[src/rtl/stepper_move_controller_if.sv]
// Command handshake between the Pi-link front end and the stepper move sequencer.
interface stepper_move_controller_if;
  logic        cmd_valid;
  logic        cmd_ready;
  logic        cmd_dir;
  logic [15:0] cmd_steps;

  modport master (output cmd_valid, output cmd_dir, output cmd_steps, input cmd_ready);
  modport slave  (input cmd_valid, input cmd_dir, input cmd_steps, output cmd_ready);
endinterface

[src/rtl/stepper_move_controller.sv]
// Full-step 4-coil move sequencer: accepts direction/count commands, steps at a fixed rate,
// tracks absolute position and stops on abort or limit switches.
module stepper_move_controller #(
  parameter int STEP_CYCLES   = 250000,
  parameter int SETTLE_CYCLES = 250000
) (
  input  logic                     clk,
  input  logic                     rst_n,
  stepper_move_controller_if.slave cmd,
  input  logic                     abort,
  input  logic                     limit_up,
  input  logic                     limit_down,
  output logic [0:3]               coils,
  output logic                     busy,
  output logic                     done,
  output logic                     stopped_early,
  output logic [15:0]              steps_left,
  output logic signed [15:0]       position
);

  localparam int TMAX = (STEP_CYCLES > SETTLE_CYCLES) ? STEP_CYCLES : SETTLE_CYCLES;
  localparam int TW   = $clog2(TMAX);

  typedef enum logic [1:0] {IDLE, RUN, SETTLE} state_t;

  state_t             state_q, state_d;
  logic [1:0]         idx_q, idx_d;
  logic signed [15:0] pos_q, pos_d;
  logic [15:0]        steps_q, steps_d;
  logic [TW-1:0]      timer_q, timer_d;
  logic               dir_q, dir_d;
  logic               done_q, done_d;
  logic               stopped_q, stopped_d;
  logic               lim_up_meta_q, lim_up_s_q;
  logic               lim_dn_meta_q, lim_dn_s_q;

  logic               lim_cmd_dir;
  logic               lim_cur_dir;

  always_ff @(posedge clk) begin
    if (!rst_n) begin
      state_q       <= IDLE;
      idx_q         <= 2'd0;
      pos_q         <= '0;
      steps_q       <= '0;
      timer_q       <= '0;
      dir_q         <= 1'b0;
      done_q        <= 1'b0;
      stopped_q     <= 1'b0;
      lim_up_meta_q <= 1'b0;
      lim_up_s_q    <= 1'b0;
      lim_dn_meta_q <= 1'b0;
      lim_dn_s_q    <= 1'b0;
    end else begin
      state_q       <= state_d;
      idx_q         <= idx_d;
      pos_q         <= pos_d;
      steps_q       <= steps_d;
      timer_q       <= timer_d;
      dir_q         <= dir_d;
      done_q        <= done_d;
      stopped_q     <= stopped_d;
      lim_up_meta_q <= limit_up;
      lim_up_s_q    <= lim_up_meta_q;
      lim_dn_meta_q <= limit_down;
      lim_dn_s_q    <= lim_dn_meta_q;
    end
  end

  assign lim_cmd_dir = cmd.cmd_dir ? lim_dn_s_q : lim_up_s_q;
  assign lim_cur_dir = dir_q ? lim_dn_s_q : lim_up_s_q;

  always_comb begin
    state_d   = state_q;
    idx_d     = idx_q;
    pos_d     = pos_q;
    steps_d   = steps_q;
    timer_d   = timer_q;
    dir_d     = dir_q;
    done_d    = 1'b0;
    stopped_d = stopped_q;
    case (state_q)
      IDLE: begin
        if (cmd.cmd_valid) begin
          // Rejected commands still complete with a done pulse; zero-step is a clean finish.
          if (cmd.cmd_steps == 16'd0 || lim_cmd_dir || abort) begin
            done_d    = 1'b1;
            stopped_d = lim_cmd_dir || abort;
          end else begin
            dir_d     = cmd.cmd_dir;
            steps_d   = cmd.cmd_steps;
            timer_d   = '0;
            stopped_d = 1'b0;
            state_d   = RUN;
          end
        end
      end
      RUN: begin
        if (abort || lim_cur_dir) begin
          state_d   = SETTLE;
          timer_d   = '0;
          stopped_d = 1'b1;
        end else if (timer_q == TW'(STEP_CYCLES - 1)) begin
          timer_d = '0;
          idx_d   = dir_q ? idx_q - 2'd1 : idx_q + 2'd1;
          pos_d   = dir_q ? pos_q - 16'sd1 : pos_q + 16'sd1;
          if (steps_q != 16'd0) steps_d = steps_q - 16'd1;
          if (steps_q <= 16'd1) state_d = SETTLE;
        end else begin
          timer_d = timer_q + TW'(1);
        end
      end
      SETTLE: begin
        if (timer_q == TW'(SETTLE_CYCLES - 1)) begin
          state_d = IDLE;
          timer_d = '0;
          done_d  = 1'b1;
        end else begin
          timer_d = timer_q + TW'(1);
        end
      end
      default: state_d = IDLE;
    endcase
  end

  always_comb begin
    coils = 4'b1111;
    if (state_q != IDLE) begin
      case (idx_q)
        2'd0: coils = 4'b0011;
        2'd1: coils = 4'b1001;
        2'd2: coils = 4'b1100;
        default: coils = 4'b0110;
      endcase
    end
  end

  assign cmd.cmd_ready  = (state_q == IDLE);
  assign busy           = (state_q != IDLE);
  assign done           = done_q;
  assign stopped_early  = stopped_q;
  assign steps_left     = steps_q;
  assign position       = pos_q;

endmodule

[src/flat_wrapper.sv]
// flat-port wrapper written by rule: the top's interface ports become plain ports
module stepper_move_controller_flat 
#(
  parameter int STEP_CYCLES   = 250000,
  parameter int SETTLE_CYCLES = 250000
)
  (clk, rst_n, abort, limit_up, limit_down, coils, busy, done, stopped_early, steps_left, position, cmd_cmd_valid, cmd_cmd_dir, cmd_cmd_steps, cmd_cmd_ready);
  stepper_move_controller_if cmd_i ();
  input  logic clk;
  input  logic rst_n;
  input  logic abort;
  input  logic limit_up;
  input  logic limit_down;
  output logic [0:3] coils;
  output logic busy;
  output logic done;
  output logic stopped_early;
  output logic [15:0] steps_left;
  output logic signed [15:0] position;
  input wire logic [$bits(cmd_i.cmd_valid)-1:0] cmd_cmd_valid;
  input wire logic [$bits(cmd_i.cmd_dir)-1:0] cmd_cmd_dir;
  input wire logic [$bits(cmd_i.cmd_steps)-1:0] cmd_cmd_steps;
  output wire logic [$bits(cmd_i.cmd_ready)-1:0] cmd_cmd_ready;
  assign cmd_i.cmd_valid = cmd_cmd_valid;
  assign cmd_i.cmd_dir = cmd_cmd_dir;
  assign cmd_i.cmd_steps = cmd_cmd_steps;
  assign cmd_cmd_ready = cmd_i.cmd_ready;
  stepper_move_controller #(.STEP_CYCLES(STEP_CYCLES), .SETTLE_CYCLES(SETTLE_CYCLES)) u_core (.clk(clk), .rst_n(rst_n), .cmd(cmd_i), .abort(abort), .limit_up(limit_up), .limit_down(limit_down), .coils(coils), .busy(busy), .done(done), .stopped_early(stopped_early), .steps_left(steps_left), .position(position));
endmodule
[config.mk]
export PLATFORM = sky130hd
export DESIGN_NAME = stepper_move_controller_flat
export DESIGN_NICKNAME = d
export VERILOG_FILES = /design/src/rtl/stepper_move_controller_if.sv /design/src/rtl/stepper_move_controller.sv /design/src/flat_wrapper.sv
export SDC_FILE = /design/constraint.sdc
export NUM_CORES = 1
export LEC_CHECK = 0
export ABC_AREA = 0
export BUFFER_PORTS_ARGS = -buffer_cell sky130_fd_sc_hd__buf_2
export CORE_UTILIZATION = 62
export CTS_CLUSTER_SIZE = 14
export DETAILED_ROUTE_END_ITERATION = 7
export GPL_ROUTABILITY_DRIVEN = 0
export PLACE_DENSITY = 0.85
export SYNTH_ARGS = -nofsm -noshare
export SYNTH_HDL_FRONTEND = slang
export SYNTH_SLANG_ARGS = --single-unit
export TNS_END_PERCENT = 50
[constraint.sdc]
create_clock -name clk -period 8.1 [get_ports clk]
set_input_delay 1.62 -clock clk [delete_from_list [all_inputs] [get_ports clk]]
set_output_delay 1.62 -clock clk [all_outputs]
set_load 0.02 [all_outputs]
; After elaboration in Yosys (flattened, before gate mapping)
; Cells that the tools add are included.
[word_totals]
reg_bits = 61
[classes]
bitwise_logic = 2
eq_ne = 14
magnitude_cmp = 1
n_addsub = 6
n_mux = 32
n_reduce_logical = 17
[ops]
columns = operator, count
row1 = $mux 16, 6
row2 = $mux 18, 4
row3 = $pmux 18 s3, 1
row4 = $pmux 16 s2, 1
row5 = $add 18x1->18 const B, 1
row6 = $eq 18x18->1 const B, 1
row7 = $add 16x2->16 const B, 1
row8 = $le 16x1->1 const B, 1
row9 = $logic_not 16->1, 1
row10 = $reduce_bool 16->1, 1
row11 = $sub 16x1->16 const B, 1
row12 = $sub 16x2->16 const B, 1
row13 = $mux 2, 7
row14 = $pmux 4 s3, 1
row15 = $reduce_and 3->1, 4
row16 = $mux 1, 8
row17 = $ne 2x1->1 const B, 4
row18 = $ne 2x2->1 const B, 3
row19 = $ne 3x1->1 const B, 2
row20 = $pmux 2 s3, 1
row21 = $reduce_and 6->1, 1
row22 = $reduce_and 5->1, 1
row23 = $eq 2x1->1 const B, 2
row24 = $eq 2x2->1 const B, 2
row25 = 9 further kinds, 16

; Longest topological paths before layout
; Gate-level depths: netlist of run 1.
[logic_depth]
word_depth = 6
depth_mapped = 9

; Least setup slack after synthesis of run 1
; Ideal clock, no wire load.
[synth_timing]
path_kind = in2reg
startpoint = input port cmd_cmd_valid
endpoint = register u_core.steps_q[5] (netlist: u_core.steps_left[5])
arrival_time_ns = 3.369
cell_stages = 7
t_required_ns = 8.026
path_slack_ns = 4.657
path_cell_list = nand2_1 a2111oi_4 nand2_2 o21ai_2 o21ai_4 or4_1 a31oi_1
[synth_via]
elab_chain_cells = 2
[synth_lines]
columns = item, line_no
row1 = "start, declared", flat_wrapper.sv:20  ; input wire logic [$bits(cmd_i.cmd_valid)-1:0] cmd_cmd_valid;
row2 = $ne 2x2->1 (no line), -
row3 = $reduce_and 6->1 (no line), -
row4 = "end signal, assigned", stepper_move_controller.sv:58  ; steps_q <= steps_d;
row5 = "end, declared", stepper_move_controller.sv:29  ; logic [15:0] steps_q, steps_d;
; Every way passes these cells.
; A chain may end at the register's enable or synchronous reset.

; Worst setup path after layout of run 1
[layout_timing]
startpoint = input port cmd_cmd_valid
endpoint = register u_core.timer_q[5]
[layout_via]
elab_chain_cells = 2
[layout_lines]
columns = item, line_no
row1 = $ne 2x2->1 (no line), -
row2 = $reduce_and 3->1 (no line), -
row3 = "end signal, assigned", stepper_move_controller.sv:59  ; timer_q <= timer_d;
row4 = "end, declared", stepper_move_controller.sv:30  ; logic [TW-1:0] timer_q, timer_d;
; Every way passes these cells.

==> run metrics, run 1 <==
via count 3,931; pwr dens 239 mW/mm^2; die area 0.00664 sq mm; Crit. Startpoint cmd_cmd_valid; Core Box Area 0.00599 sq mm; Critical Path Start Type input pin; Critical Path AT 3.85 ns; # nets final 595; slowest stage delay, CP 0.95 ns; Switching Share 41.9%; initial antenna violation count 0; post-synth top area cell dfxtp_1; Worst EP required 8.29 ns; Hold/Removal Path Class flop to flop; Longest Clk Path Bufs 2; first-pass GRT wire length 16,200 um; count of input and output buffers 62; layout cell share with drive strength beyond 1 17.8%; Post-Syn Area 0.00392 sq mm; hold wc startpoint u_core.lim_dn_meta_q; Root Driver clkbuf_8; Inserted Clock Buffers 9; Mapped Cells 488; Post-Route WL 10000 um; CP max-delay cell o21ai_1; Post-synth EDFFs 0; Main synth FF type dfxtp_1; vias in the first global route 3,649; clock skew 0.0125 ns; Slew @ Worst Pin 1.16 ns; Tmin final 3.66 ns; H-tree depth 3; clock sink count 61; P_sw 446 uW; post-synth top area share 31.2%; ant diodes 0; internal power 619 uW; overall die height 81.5 um; Buf/Inv on CP 1; Netlist cell types 73; Area contributors post-synth dfxtp_1 (31%), ha_1 (8.0%), a21oi_1 (5.0%), nand2_1 (4.9%), nor2_1 (4.1%); status complete, no violations; P&R area growth vs syn 13.9%; post-DR vias/cell 6.28; DR iter-0 viols 261; DRC 0; Placed Instances 610; Comb pwr share 39.9%; CTS tree built; GRT Util Overall 31.6%; routed length per placed instance 16.0 um; CP endpoint kind flop; IO Pins 63; Synth Register Bits 61; Starting Density 65.4%; relative slew slack 22.4%; most frequent cell after synthesis dfxtp_1; Setup TNS Final 0 ns; achievable clock frequency 273 MHz; RR Startpoint u_core.dir_q; CTS Hold Bufs 0; syn_area_per_cell 8.02 sq um; worst skew pair latency 0.35 ns; Post CTS Setup Buffer Count 0; Worst Path Max Fanout 18; Flop pwr share 34.2%; synth warn 0; Synth Net Count 537; CP Class input pin to flop; Final Cycle Share 45.2%; family with the most delay on the worst path compound AO/OA/AOI/OAI gates; utilization after layout 74.5%; crit-path cells buf_2 -> nand2_1 -> a2111oi_4 -> a22oi_2 -> o21ai_1 -> nor2_1; post_cts resized 0; GR Overflow Total 0; RSZ-0062 raised after global routing false; clock share of power 25.9%; Post-Layout Cell Count 626; largest net degree at the start of global routing 33; Final Hold Vio Count 0; worst vdd ir 196 uV; post-synthesis sequential area ratio 31.2%; die width 81.5 um; Rows 28; Post-synth top cells dfxtp_1 (61), nand2_1 (51), nor2_1 (43); Final ANT Viol Nets 0; DP Wirelength 6880 um; Finish-stage setup viols 0; Clock transition at path regs 0.08 ns; maxcap violations 0; Leak Pwr 0.00181 uW; Final Max Tran Viols 0; DR pass1 iterations 5; async set or reset register ratio after synthesis 0%
==> placed cells by master, fill, tap and decap left out, types with 6 or more instances in the layout <==
cell type and instances:
a211oi_1 8, a21oi_1 39, and2_1 7, and3_1 6
buf_2 62, clkbuf_8 9, dfxtp_1 61, ha_1 25
inv_1 18, nand2_1 51, nand3_1 30, nor2_1 43
nor3_1 20, o21ai_0 21, or3_1 14, xnor2_1 10
xor2_1 14
==> sequential cells by signal (all words and copies together) (netlist names) <==
signal                cells
u_core.stopped_early      1
u_core.idx_q              2
u_core.done               1
u_core.lim_up_meta_q      1
u_core.state_q            2
u_core.steps_left        16
u_core.lim_dn_s_q         1
u_core.position          16
u_core.dir_q              1
u_core.lim_dn_meta_q      1
u_core.timer_q           18
u_core.lim_up_s_q         1
==> power by group through the flow <==
stage                     logic, uW  clock network (uW)  registers (uW)
after floorplan                 291                   0             385
after global placement          406                   0             369
after detailed placement        415                   0             370
after CTS                       417                 274             363
after global routing            467                 287             369
final                           425                 276             364
==> kinds of logic after synthesis <==
group | count (synthesis) | synth area share, %
flops | 61 | 31.2
fa+ha+maj | 26 | 8.50
simple gates | 209 | 27.7
mux | 4 | 1.05
buf+inv | 35 | 3.45
xor+xnor | 24 | 5.37
compound gates | 129 | 22.7
==> final timing paths <==
| kind | cells past startpoint | slack [ns] | to |
|---|---|---|---|
| max reg2reg | 9 | 4.84 | u_core.position[14] |
| min reg2reg | 1 | 0.44 | u_core.lim_dn_s_q |
| max | 6 | 4.44 | u_core.timer_q[5] |
| min | 1 | 0.44 | u_core.lim_dn_s_q |
==> per-stage QoR <==
step	worst slack (ns)	hold WS (ns)	cell area (sq um)	power, uW
after global routing	4.28	0.472	4460	1120
after floorplan	4.66	0.412	3920	676
after CTS	4.49	0.437	4460	1050
final	4.44	0.437	4460	1070
after detailed placement	4.12	0.420	4260	784
after global placement	4.20	0.416	4260	775
==> layout make-up <==
cell class	instances	area [sq um]
clock buffers	9	124
clock inverters	7	73.8
fillers	471	1530
inverters	19	71.3
multi-input cells	392	2560
flip-flops and latches	61	1220
well taps	75	93.8
repair buffers	63	318
==> worst reg2reg max path: cells and delay by family (launching register included) <==
family / cells / cell delay [ns]
AOI/OAI and AO/OA: 5 / 1.28
DFF: 1 / 0.87
adders and majority gates: 1 / 0.44
and+or+nand+nor: 2 / 0.38
buffers and inverters: 1 / 0.25
==> routing by layer <==
metal  track usage, %  vias up  share of wire, %
li1                 -     1896                 -
met1             39.1     1822                43
met2             53.3      184                48
met3             5.78       29               7.2
met4             13.8        0               2.2
met5                0        -                 0
Power figures use the tool's default switching activity.
==> inputs of run 2 (changes only) <==
--- a/config.mk
+++ b/config.mk
@@ -7,11 +7,11 @@
 export LEC_CHECK = 0
 export ABC_AREA = 0
 export BUFFER_PORTS_ARGS = -buffer_cell sky130_fd_sc_hd__buf_2
-export CORE_UTILIZATION = 62
+export CORE_UTILIZATION = 52
 export CTS_CLUSTER_SIZE = 14
 export DETAILED_ROUTE_END_ITERATION = 7
 export GPL_ROUTABILITY_DRIVEN = 0
-export PLACE_DENSITY = 0.85
+export PLACE_DENSITY = 0.76
 export SYNTH_ARGS = -nofsm -noshare
 export SYNTH_HDL_FRONTEND = slang
 export SYNTH_SLANG_ARGS = --single-unit
==> constraint.sdc (replaced) <==
create_clock -name clk -period 3.15 [get_ports clk]
set_input_delay 0.63 -clock clk [delete_from_list [all_inputs] [get_ports clk]]
set_output_delay 0.63 -clock clk [all_outputs]
set_load 0.02 [all_outputs]
==> run metrics, run 2 (synthesis results as in run 1) <==
status complete, no violations (unchanged); GRT Util Overall 27.0% (was 31.6%); Final Hold Vio Count 0 (unchanged); Reg with most FFs u_core.timer_q (unchanged); commonest non-fill, non-tap cells in the layout buf_2 (62), dfxtp_1 (61), nand2_1 (51), nor2_1 (43), a21oi_1 (39) (unchanged); CP endpoint kind flop (unchanged); Final ANT Viol Nets 0 (unchanged); Worst Path Max Fanout 11 (was 18); DR iter-0 viols 224 (was 261); FILL cells 659 (was 471); DRC 0 (unchanged); Final Max Tran Viols 0 (unchanged); slowest stage delay, CP 0.57 ns (was 0.95 ns); Rows 31 (was 28); GR Overflow Total 0 (unchanged); Critical Path AT 3.23 ns (was 3.85 ns); pre-CTS setup slack 0.299 ns (was 4.12 ns); Post CTS Setup Buffer Count 0 (unchanged); H-tree depth 3 (unchanged); Critical Path Start Type flop (was input pin); ant diodes 0 (unchanged); die width 88.8 um (was 81.5 um); routed length per placed instance 15.3 um (was 16.0 um); count of input and output buffers 62 (unchanged); layout cell share with drive strength beyond 1 19.3% (was 17.8%); Buf/Inv on CP 1 (unchanged); Leak Pwr 0.00187 uW (was 0.00181 uW); largest net degree at the start of global routing 30 (was 33); Reg2Reg Setup Slack 0.20 ns (was 4.84 ns); initial antenna violation count 0 (unchanged); CP max-delay cell dfxtp_1 (was o21ai_1); pwr dens 612 mW/mm^2 (was 239 mW/mm^2); Hold/Removal Path Class flop to flop (unchanged); crit-path cells buf_4 -> ha_1 -> and2_1 -> a311oi_1 -> o21ai_0 -> o311ai_2 -> mux2i_1 -> or3_1 -> a21oi_1 (was buf_2 -> nand2_1 -> a2111oi_4 -> a22oi_2 -> o21ai_1 -> nor2_1); worst skew pair latency 0.34 ns (was 0.35 ns); Inserted Clock Buffers 9 (unchanged); Post-Route WL 10,100 um (was 10000 um); utilization after layout 63.1% (was 74.5%); achievable clock frequency 339 MHz; # nets final 606 (was 595); DR pass1 iterations 4 (was 5); most common cell after layout, fill and taps aside buf_2 (unchanged); Final Cycle Share 93.7%; first-pass GRT wire length 16,500 um (was 16,200 um); Setup TNS Final 0 ns (unchanged); RSZ-0062 raised after global routing false (unchanged); vias in the first global route 3,623 (was 3,649); DP Wirelength 7220 um (was 6880 um); Finish-stage setup viols 0 (unchanged); post_cts resized 0 (unchanged); CTS Hold Bufs 0 (unchanged); Worst EP required 3.43 ns (was 8.29 ns); max FFs per register 18 (unchanged); Pwr Total 2800 uW (was 1070 uW); die area 0.00788 sq mm (was 0.00664 sq mm); relative slew slack 20.5% (was 22.4%); Core Box Area 0.00725 sq mm (was 0.00599 sq mm); Root Driver clkbuf_8 (unchanged); final setup margin 0.200 ns (was 4.44 ns); Longest Clk Path Bufs 2 (unchanged); Tmin final 2.95 ns; overall die height 88.8 um (was 81.5 um); clock sink count 61 (unchanged); post-DR vias/cell 5.93 (was 6.28); CTS tree built (unchanged); clock skew 0.00664 ns (was 0.0125 ns); IO Pins 63 (unchanged); Starting Density 54.0% (was 65.4%); worst vdd ir 364 uV (was 196 uV); maxcap violations 0 (unchanged); Post-Layout Cell Count 660 (was 626); via count 3,912 (was 3,931); CP Class flop to flop (was input pin to flop); Clock transition at path regs 0.07 ns (was 0.08 ns); family with the most delay on the worst path compound AO/OA/AOI/OAI gates (unchanged); Placed Instances 645 (was 610); Slew @ Worst Pin 1.18 ns (was 1.16 ns); P&R area growth vs syn 16.8% (was 13.9%)
-- run 2: where the power goes --
part / total, uW / switching, uW / internal, uW
clock: 721 / 319 / 401
combinational: 1140 / 722 / 422
sequential: 934 / 92.2 / 842
total: 2800 / 1130 / 1670
-- run 2: layer usage --
| metal | wire length, um | global-route usage [%] |
|---|---|---|
| met1 | 4500 | 34.5 |
| met2 | 4650 | 43.5 |
| met3 | 652 | 4.57 |
| met4 | 261 | 14.8 |
| met5 | 0 | 0 |
-- run 2: metrics by stage --
| stage | hold WS [ns] | instance area [sq um] |
|---|---|---|
| final | 0.438 | 4570 |
| after global routing | 0.456 | 4570 |
| after CTS | 0.438 | 4570 |
| after detailed placement | 0.422 | 4380 |
| after global placement | 0.418 | 4380 |
| after floorplan | 0.412 | 3920 |
-- run 2: cell type report --
class                           count  area (sq um)  area share [%]
Multi-Input combinational cell    392          2560            55.9
Sequential cell                    61          1220            26.7
Timing Repair Buffer               74           400            8.75
Clock buffer                       11           151            3.31
Tap cell                           99           124            2.71
Inverter                           19          71.3            1.56
Clock inverter                      4          47.5            1.04
-- run 2: path summary, 6_finish.rpt --
path,startpoint,end,cells past startpoint
min,u_core.lim_dn_meta_q,u_core.lim_dn_s_q,1
min reg2reg,u_core.lim_dn_meta_q,u_core.lim_dn_s_q,1
max reg2reg,u_core.dir_q,u_core.position[15],9
max,u_core.dir_q,u_core.position[15],9
